[config.mk]
export PLATFORM = sky130hd
export DESIGN_NAME = mc_control
export DESIGN_NICKNAME = d
export VERILOG_FILES = /design/src/rtl/mc_control_pkg.sv /design/src/rtl/mc_alu_decode.sv /design/src/rtl/mc_control.sv
export SDC_FILE = /design/constraint.sdc
export NUM_CORES = 1
export LEC_CHECK = 0
export CORE_ASPECT_RATIO = 0.75
export CORE_MARGIN = 4
export CORE_UTILIZATION = 51
export DETAILED_ROUTE_END_ITERATION = 16
export PLACE_DENSITY = 0.85
export SYNTH_ARGS = -nofsm -noshare
export SYNTH_HDL_FRONTEND = slang
export SYNTH_HIERARCHICAL = 1
export SYNTH_SLANG_ARGS = --single-unit
[constraint.sdc]
create_clock -name clk -period 8.5 [get_ports clk]
set_input_delay 1.7 -clock clk [delete_from_list [all_inputs] [get_ports clk]]
set_output_delay 1.7 -clock clk [all_outputs]
set_load 0.005 [all_outputs]
[src/rtl/mc_control_pkg.sv]
// Shared definitions for the multi-cycle controller and its ALU decoder.
// Build option: MC_CONTROL_JUMP_EN adds the JUMP and JR states.
package mc_control_pkg;

  typedef enum logic [3:0] {
    StFetch   = 4'd0,
    StDecode  = 4'd1,
    StMemAdr  = 4'd2,
    StMemRd   = 4'd3,
    StMemWb   = 4'd4,
    StMemWr   = 4'd5,
    StRtypeEx = 4'd6,
    StRtypeWb = 4'd7,
    StItypeEx = 4'd8,
    StItypeWb = 4'd9,
    StBranch  = 4'd10
`ifdef MC_CONTROL_JUMP_EN
    ,
    StJump    = 4'd11,
    StJr      = 4'd12
`endif
  } state_e;

  // Opcodes
  localparam logic [5:0] OpRtype = 6'b000000;
  localparam logic [5:0] OpLw    = 6'b100011;
  localparam logic [5:0] OpSw    = 6'b101011;
  localparam logic [5:0] OpBeq   = 6'b000100;
  localparam logic [5:0] OpAddi  = 6'b001000;
  localparam logic [5:0] OpAddiu = 6'b001001;
  localparam logic [5:0] OpAndi  = 6'b001100;
  localparam logic [5:0] OpOri   = 6'b001101;
  localparam logic [5:0] OpSlti  = 6'b001010;
  localparam logic [5:0] OpJ     = 6'b000010;

  // R-type function codes
  localparam logic [5:0] FnAdd  = 6'b100000;
  localparam logic [5:0] FnAddu = 6'b100001;
  localparam logic [5:0] FnSub  = 6'b100010;
  localparam logic [5:0] FnSubu = 6'b100011;
  localparam logic [5:0] FnAnd  = 6'b100100;
  localparam logic [5:0] FnOr   = 6'b100101;
  localparam logic [5:0] FnNor  = 6'b100111;
  localparam logic [5:0] FnSlt  = 6'b101010;
  localparam logic [5:0] FnSll  = 6'b000000;
  localparam logic [5:0] FnSrl  = 6'b000010;
  localparam logic [5:0] FnSra  = 6'b000011;
  localparam logic [5:0] FnJr   = 6'b001000;

  // ALU operation codes
  localparam logic [3:0] AluNone = 4'b0000;
  localparam logic [3:0] AluAdd  = 4'b0001;
  localparam logic [3:0] AluSub  = 4'b0010;
  localparam logic [3:0] AluAnd  = 4'b0011;
  localparam logic [3:0] AluOr   = 4'b0100;
  localparam logic [3:0] AluNor  = 4'b0101;
  localparam logic [3:0] AluSlt  = 4'b0110;
  localparam logic [3:0] AluSll  = 4'b0111;
  localparam logic [3:0] AluSrl  = 4'b1000;
  localparam logic [3:0] AluSra  = 4'b1001;

endpackage

[src/rtl/mc_alu_decode.sv]
// Combinational opcode/funct decoder: ALU op for R-type and I-type forms plus
// an instruction-legality flag. Honours MC_CONTROL_JUMP_EN for j/jr legality.
module mc_alu_decode
  import mc_control_pkg::*;
(
  input  logic [5:0] opcode_i,
  input  logic [5:0] funct_i,
  output logic [3:0] alu_r_o,
  output logic [3:0] alu_i_o,
  output logic       legal_o
);

  logic r_legal;

  // Decode funct and opcode into ALU ops and a legality flag.
  always_comb begin
    alu_r_o = AluNone;
    r_legal = 1'b1;
    case (funct_i)
      FnAdd, FnAddu: alu_r_o = AluAdd;
      FnSub, FnSubu: alu_r_o = AluSub;
      FnAnd:         alu_r_o = AluAnd;
      FnOr:          alu_r_o = AluOr;
      FnNor:         alu_r_o = AluNor;
      FnSlt:         alu_r_o = AluSlt;
      FnSll:         alu_r_o = AluSll;
      FnSrl:         alu_r_o = AluSrl;
      FnSra:         alu_r_o = AluSra;
`ifdef MC_CONTROL_JUMP_EN
      FnJr:          alu_r_o = AluNone;
`endif
      default:       r_legal = 1'b0;
    endcase

    alu_i_o = AluNone;
    legal_o = 1'b1;
    case (opcode_i)
      OpAddi, OpAddiu: alu_i_o = AluAdd;
      OpAndi:          alu_i_o = AluAnd;
      OpOri:           alu_i_o = AluOr;
      OpSlti:          alu_i_o = AluSlt;
      OpLw, OpSw, OpBeq: legal_o = 1'b1;
      OpRtype:         legal_o = r_legal;
`ifdef MC_CONTROL_JUMP_EN
      OpJ:             legal_o = 1'b1;
`endif
      default:         legal_o = 1'b0;
    endcase
  end

endmodule

[src/rtl/mc_control.sv]
// Multi-cycle MIPS-style controller: Moore FSM whose strobes are decoded from
// the state register (FETCH strobes additionally gated by mem_ready).
// Build option: MC_CONTROL_JUMP_EN enables the JUMP/JR states.
module mc_control
  import mc_control_pkg::*;
#(
  parameter int unsigned ALUOP_W       = 4,
  parameter int unsigned MEM_WAIT_EN_P = 1
) (
  input  logic               clk,
  input  logic               reset,
  input  logic [5:0]         opcode,
  input  logic [5:0]         funct,
  input  logic               mem_ready,
  output logic               PCWrite,
  output logic               PCWriteCond,
  output logic               IorD,
  output logic               MemRead,
  output logic               MemWrite,
  output logic               IRWrite,
  output logic               MemToReg,
  output logic               RegDst,
  output logic               RegWrite,
  output logic               ALUSrcA,
  output logic [1:0]         ALUSrcB,
  output logic [1:0]         PCSource,
  output logic [ALUOP_W-1:0] ALUOp,
  output logic [3:0]         state_o,
  output logic               illegal_o
);

  state_e     state_q;
  logic [5:0] opcode_q, funct_q;
  logic [5:0] dec_opcode, dec_funct;
  logic [3:0] alu_r, alu_i, alu;
  logic       legal, ready;

  assign ready = (MEM_WAIT_EN_P != 0) ? mem_ready : 1'b1;

  // In DECODE the live instruction is checked; elsewhere the latched copy drives ALUOp.
  assign dec_opcode = (state_q == StDecode) ? opcode : opcode_q;
  assign dec_funct  = (state_q == StDecode) ? funct  : funct_q;

  mc_alu_decode u_alu_decode (
    .opcode_i (dec_opcode),
    .funct_i  (dec_funct),
    .alu_r_o  (alu_r),
    .alu_i_o  (alu_i),
    .legal_o  (legal)
  );

  // State register, instruction latch and transitions.
  always_ff @(posedge clk or posedge reset) begin
    if (reset) begin
      state_q  <= StFetch;
      opcode_q <= '0;
      funct_q  <= '0;
    end else begin
      if (state_q == StDecode) begin
        opcode_q <= opcode;
        funct_q  <= funct;
      end
      unique case (state_q)
        StFetch:  if (ready) state_q <= StDecode;
        StDecode: begin
          if (!legal) begin
            state_q <= StFetch;
          end else begin
            case (opcode)
              OpLw, OpSw: state_q <= StMemAdr;
`ifdef MC_CONTROL_JUMP_EN
              OpRtype:    state_q <= (funct == FnJr) ? StJr : StRtypeEx;
              OpJ:        state_q <= StJump;
`else
              OpRtype:    state_q <= StRtypeEx;
`endif
              OpBeq:      state_q <= StBranch;
              OpAddi, OpAddiu, OpAndi, OpOri, OpSlti: state_q <= StItypeEx;
              default:    state_q <= StFetch;
            endcase
          end
        end
        StMemAdr:  state_q <= (opcode_q == OpSw) ? StMemWr : StMemRd;
        StMemRd:   if (ready) state_q <= StMemWb;
        StMemWr:   if (ready) state_q <= StFetch;
        StRtypeEx: state_q <= StRtypeWb;
        StItypeEx: state_q <= StItypeWb;
        default:   state_q <= StFetch;
      endcase
    end
  end

  // Output decode from the current state.
  always_comb begin
    PCWrite     = 1'b0;
    PCWriteCond = 1'b0;
    IorD        = 1'b0;
    MemRead     = 1'b0;
    MemWrite    = 1'b0;
    IRWrite     = 1'b0;
    MemToReg    = 1'b0;
    RegDst      = 1'b0;
    RegWrite    = 1'b0;
    ALUSrcA     = 1'b0;
    ALUSrcB     = 2'b00;
    PCSource    = 2'b00;
    alu         = AluNone;
    unique case (state_q)
      StFetch: begin
        MemRead = 1'b1;
        IRWrite = ready;
        PCWrite = ready;
        ALUSrcB = 2'b01;
        alu     = AluAdd;
      end
      StDecode: begin
        ALUSrcB = 2'b11;
        alu     = AluAdd;
      end
      StMemAdr: begin
        ALUSrcA = 1'b1;
        ALUSrcB = 2'b10;
        alu     = AluAdd;
      end
      StMemRd: begin
        MemRead = 1'b1;
        IorD    = 1'b1;
      end
      StMemWb: begin
        RegWrite = 1'b1;
        MemToReg = 1'b1;
      end
      StMemWr: begin
        MemWrite = 1'b1;
        IorD     = 1'b1;
      end
      StRtypeEx: begin
        ALUSrcA = 1'b1;
        alu     = alu_r;
      end
      StRtypeWb: begin
        RegWrite = 1'b1;
        RegDst   = 1'b1;
      end
      StItypeEx: begin
        ALUSrcA = 1'b1;
        ALUSrcB = 2'b10;
        alu     = alu_i;
      end
      StItypeWb: RegWrite = 1'b1;
      StBranch: begin
        ALUSrcA     = 1'b1;
        alu         = AluSub;
        PCWriteCond = 1'b1;
        PCSource    = 2'b01;
      end
`ifdef MC_CONTROL_JUMP_EN
      StJump: begin
        PCWrite  = 1'b1;
        PCSource = 2'b10;
      end
      StJr: begin
        PCWrite  = 1'b1;
        PCSource = 2'b11;
      end
`endif
      default: ;
    endcase
    ALUOp = ALUOP_W'(alu);
  end

  assign state_o   = state_q;
  assign illegal_o = (state_q == StDecode) && !legal;

endmodule
==> summary by stage <==
Critical path
STA puts the critical path data arrival time at 3.91 ns. By startpoint and endpoint, the worst setup path is classified as in2out. At the worst endpoint, the required time is 6.80 ns. The number of buffers and inverters on the critical path is 2.

The endpoint of the worst register-to-register path is state_o[2]. For flop-to-flop paths, the worst setup slack is 5.07 ns. The endpoint class of the critical path is an output port. The master of the slowest instance on the critical path is sky130_fd_sc_hd__clkdlybuf4s50_1. The start of the worst register-to-register path is state_o[0].

The stage delay of the slowest cell on the critical path is 0.51 ns. Traced cell by cell, the critical path runs through clkdlybuf4s50_1 -> mux2_2 -> or3_4 -> a211oi_2 -> a31oi_1 -> nor2_1 -> a22oi_1 -> nor2_1 -> clkdlybuf4s50_1. Of all nets on the critical path, the largest fanout is 10. STA classifies the critical path startpoint as an input port. Grouping stages by cell kind, the critical path spends the most delay in buffers and inverters.

The number of cells on the worst reg-to-reg path is 9.

Cells and area
Fill cells in the final layout number 194. The area growth from synthesis to final layout is 25.4%. The layout net count is 196. The ratio of cells with drive above 1 in the final layout is 0.117. The repair_antennas step left the layout with diodes totalling 0.

Logic synthesis
For this run, asynchronously set or reset flops after synthesis account for 1.00. The top cell type's share of synthesized area is 0.303. After technology mapping, the gate count stands at 154.

Of the synthesized area, sequential elements account for 0.303. The number of storage elements in the synthesis netlist is 16. The total nets after synthesis is 169.

The biggest area consumer among synthesized cells is sky130_fd_sc_hd__dfrtp_1. The most used flip-flop cell after synthesis is sky130_fd_sc_hd__dfrtp_1. The yosys synthesis warning count is 6. Ranked by total cell area, the synthesized netlist is headed by sky130_fd_sc_hd__dfrtp_1 30%, sky130_fd_sc_hd__mux2_2 10%, sky130_fd_sc_hd__nor2_1 5.4%. The synthesized design contains 0 enable-type register cells. The synthesized netlist occupies a cell area of 0.00132 mm². The commonest cells after synthesis are 19 x sky130_fd_sc_hd__nor2_1, 16 x sky130_fd_sc_hd__dfrtp_1, 12 x sky130_fd_sc_hd__mux2_2. The most frequent cell after synthesis is sky130_fd_sc_hd__nor2_1. Yosys mapped the design onto 48 distinct sky130hd cell types.

Averaged over all synthesized cells, the footprint is 8.59 µm².

Detailed routing
The total via count after detailed routing is 1266. Summed over all layers, the routed wires come to 3350 µm. For this run, the detailed router's first-pass iteration total came to 4. The first routing iteration left 150 violations.

Once detail routing completed, the nets flagged for antenna violations numbered 0. The post-route DRC violation count is 0. The detail-routed net length per standard cell is 15.6 µm. The detailed-route vias per instance is 5.92.

Clocking
The number of sinks on the clock net is 16. The CTS tree is done. In this run the clock root is driven by a sky130_fd_sc_hd__clkbuf_4. The number of buffers inserted by post-CTS setup repair is 0. Hold repair after CTS inserted 0 buffers. CTS built an H-tree with a depth of 1. The clock network latency to the later pin of the worst-skew pair is 0.30 ns. No sink is reached through more buffers than the 2 on the longest clock path.

The number of gates given a new drive strength after cts is 0. The clock-pin slew on the worst setup and hold paths is 0.10 ns. The TritonCTS buffer count is 3.

Power and ir drop
The design draws 0.292 mW. In this run the static leakage power is 0.626 nW. The relative contribution of sequential cells to total power is 0.356. Power spread over the standard cell area amounts to 176 mW/mm². Of the total power, the clock network draws 0.187. The switching share of total power is 0.383. The switching power is 0.112 mW. The combinational group share of total power is 0.458. The internal portion of the total power is 0.180 mW.

The worst-case IR drop observed on VDD is 0.000108 V.

Timing
The number of hold-slack violations in the final timing report came to 0. The number of pins exceeding their max-slew limit in the final report was 0. Dividing the final minimum period by the clock period gives 0.661.

Measured against its own limit, the worst slew margin works out to 0.406. The maximum clock skew at final layout is 0.0135 ns. The time the worst path needs with I/O delays and setup is 5.61 ns.

Setup violations remaining at the end of the flow were counted as 0. The aggregate negative setup slack is 0 ns. Static timing analysis puts the maximum clock frequency at 0.178 GHz.

Setup repair after global routing left no endpoint under its margin. For the pin with the worst max-slew slack, the measured transition is 0.888 ns.

Global route
The pin count of the biggest net entering global routing is 21. The number of antenna violations at the first check in global routing is 0. The total global routing track utilization is 0.199. The via count of the first global-routing pass came to 1095. For this run the aggregate overflow at the end of global routing stands at 0. The first global-routing pass estimated 5280 µm of wire.

Floorplanning
The floorplan step set the die height to 52.1 µm. For this configuration, the core starts out at a cell density of 0.555. From left edge to right edge, the die measures 66.8 µm. The placeable core region is 0.00238 mm². The area enclosed by the die boundary is 0.00348 mm². The count of boundary I/O pins is 38. The initialized floorplan defines 15 standard-cell rows.

Placement
At the end of routability-driven placement, the weighted congestion stood at 0.838. The number of port buffers is 36. The HPWL reported at the end of detailed placement is 2480 µm.

Run
The number of max-cap violations is 0.

Run status
The run finished with clean final reports.

Hold path
The count of cells along the worst hold path is 1. The launch point of the worst hold path is opcode_q[4]. The path class of the tightest hold or removal check is reg2reg. The hold-critical path endpoint is opcode_q[4].
## cells by family after synthesis
group           Yosys count  share of synthesized area
xor+xnor                  3                     0.0199
simple gates             55                      0.238
mux                      13                      0.110
flops                    16                      0.303
other cells               2                    0.00568
buf+inv                  23                      0.104
compound gates           42                      0.219
## state kept, by name, indices dropped and copies added (netlist names)
signal    count
funct_q       6
opcode_q      6
state_o       4
## power groups by stage
stage               clock, mW  sequential [mW]  combinational, mW
floorplan                   0           0.0988              0.108
global placement            0            0.104              0.125
detailed placement          0            0.105              0.130
CTS                    0.0545            0.104              0.131
global route           0.0577            0.106              0.145
finish                 0.0544            0.104              0.134
## per-layer routing
metal / GRT usage / share of wire / up-vias
li1: - / - / 604
met1: 0.290 / 0.46 / 598
met2: 0.301 / 0.43 / 60
met3: 0.0475 / 0.093 / 4
met4: 0.0372 / 0.0081 / 0
met5: 0 / 0 / -
## cells in the final DEF, fill, tap and decap left out, drive strengths merged, types with 2 or more instances in the layout
| master | instances |
|---|---|
| dfrtp | 16 |
| clkdlybuf4s50 | 36 |
| a21oi | 9 |
| a31oi | 4 |
| nor2b | 2 |
| conb | 2 |
| nand2b | 7 |
| nor4 | 3 |
| nor2 | 19 |
| a21o | 2 |
| inv | 9 |
| nand4b | 2 |
| o21ai | 6 |
| a211oi | 4 |
| nor3 | 6 |
| xnor2 | 2 |
| nand3b | 2 |
| o32ai | 2 |
| o22ai | 3 |
| a22oi | 2 |
| mux2 | 12 |
| clkbuf | 4 |
| nand2 | 6 |
## layout make-up
class | instances | area [µm²] | area share
well taps | 34 | 42.5 | 0.0257
inverters | 9 | 33.8 | 0.0204
flip-flops and latches | 16 | 400 | 0.242
repair buffers | 36 | 360 | 0.217
multi-input cells | 115 | 785 | 0.473
clock buffers | 4 | 36.3 | 0.0219
## through the flow
step	utilization	setup WS, ns	cell area, µm²	std cells	hold slack [ns]
5_1_grt	0.696	2.72	1660	214	0.596
3_5_place_dp	0.680	2.88	1620	210	0.554
2_1_floorplan	-	3.81	1320	154	0.468
6_report	0.696	2.89	1660	214	0.584
4_1_cts	0.696	2.88	1660	214	0.578
3_3_place_gp	0.680	2.94	1620	210	0.545
## worst max-delay path by stage
stage	startpoint	cells after the start	slack [ns]	to
floorplan	funct[1]	8	3.81	ALUOp[2]
global placement	funct[1]	9	2.94	ALUOp[2]
detailed placement	funct[2]	8	2.88	ALUOp[0]
CTS	funct[2]	8	2.88	ALUOp[0]
global route	state_o[0]	9	2.72	ALUOp[2]
finish	funct[1]	9	2.89	ALUOp[2]
Note: power is estimated with default switching activity, not from simulation.
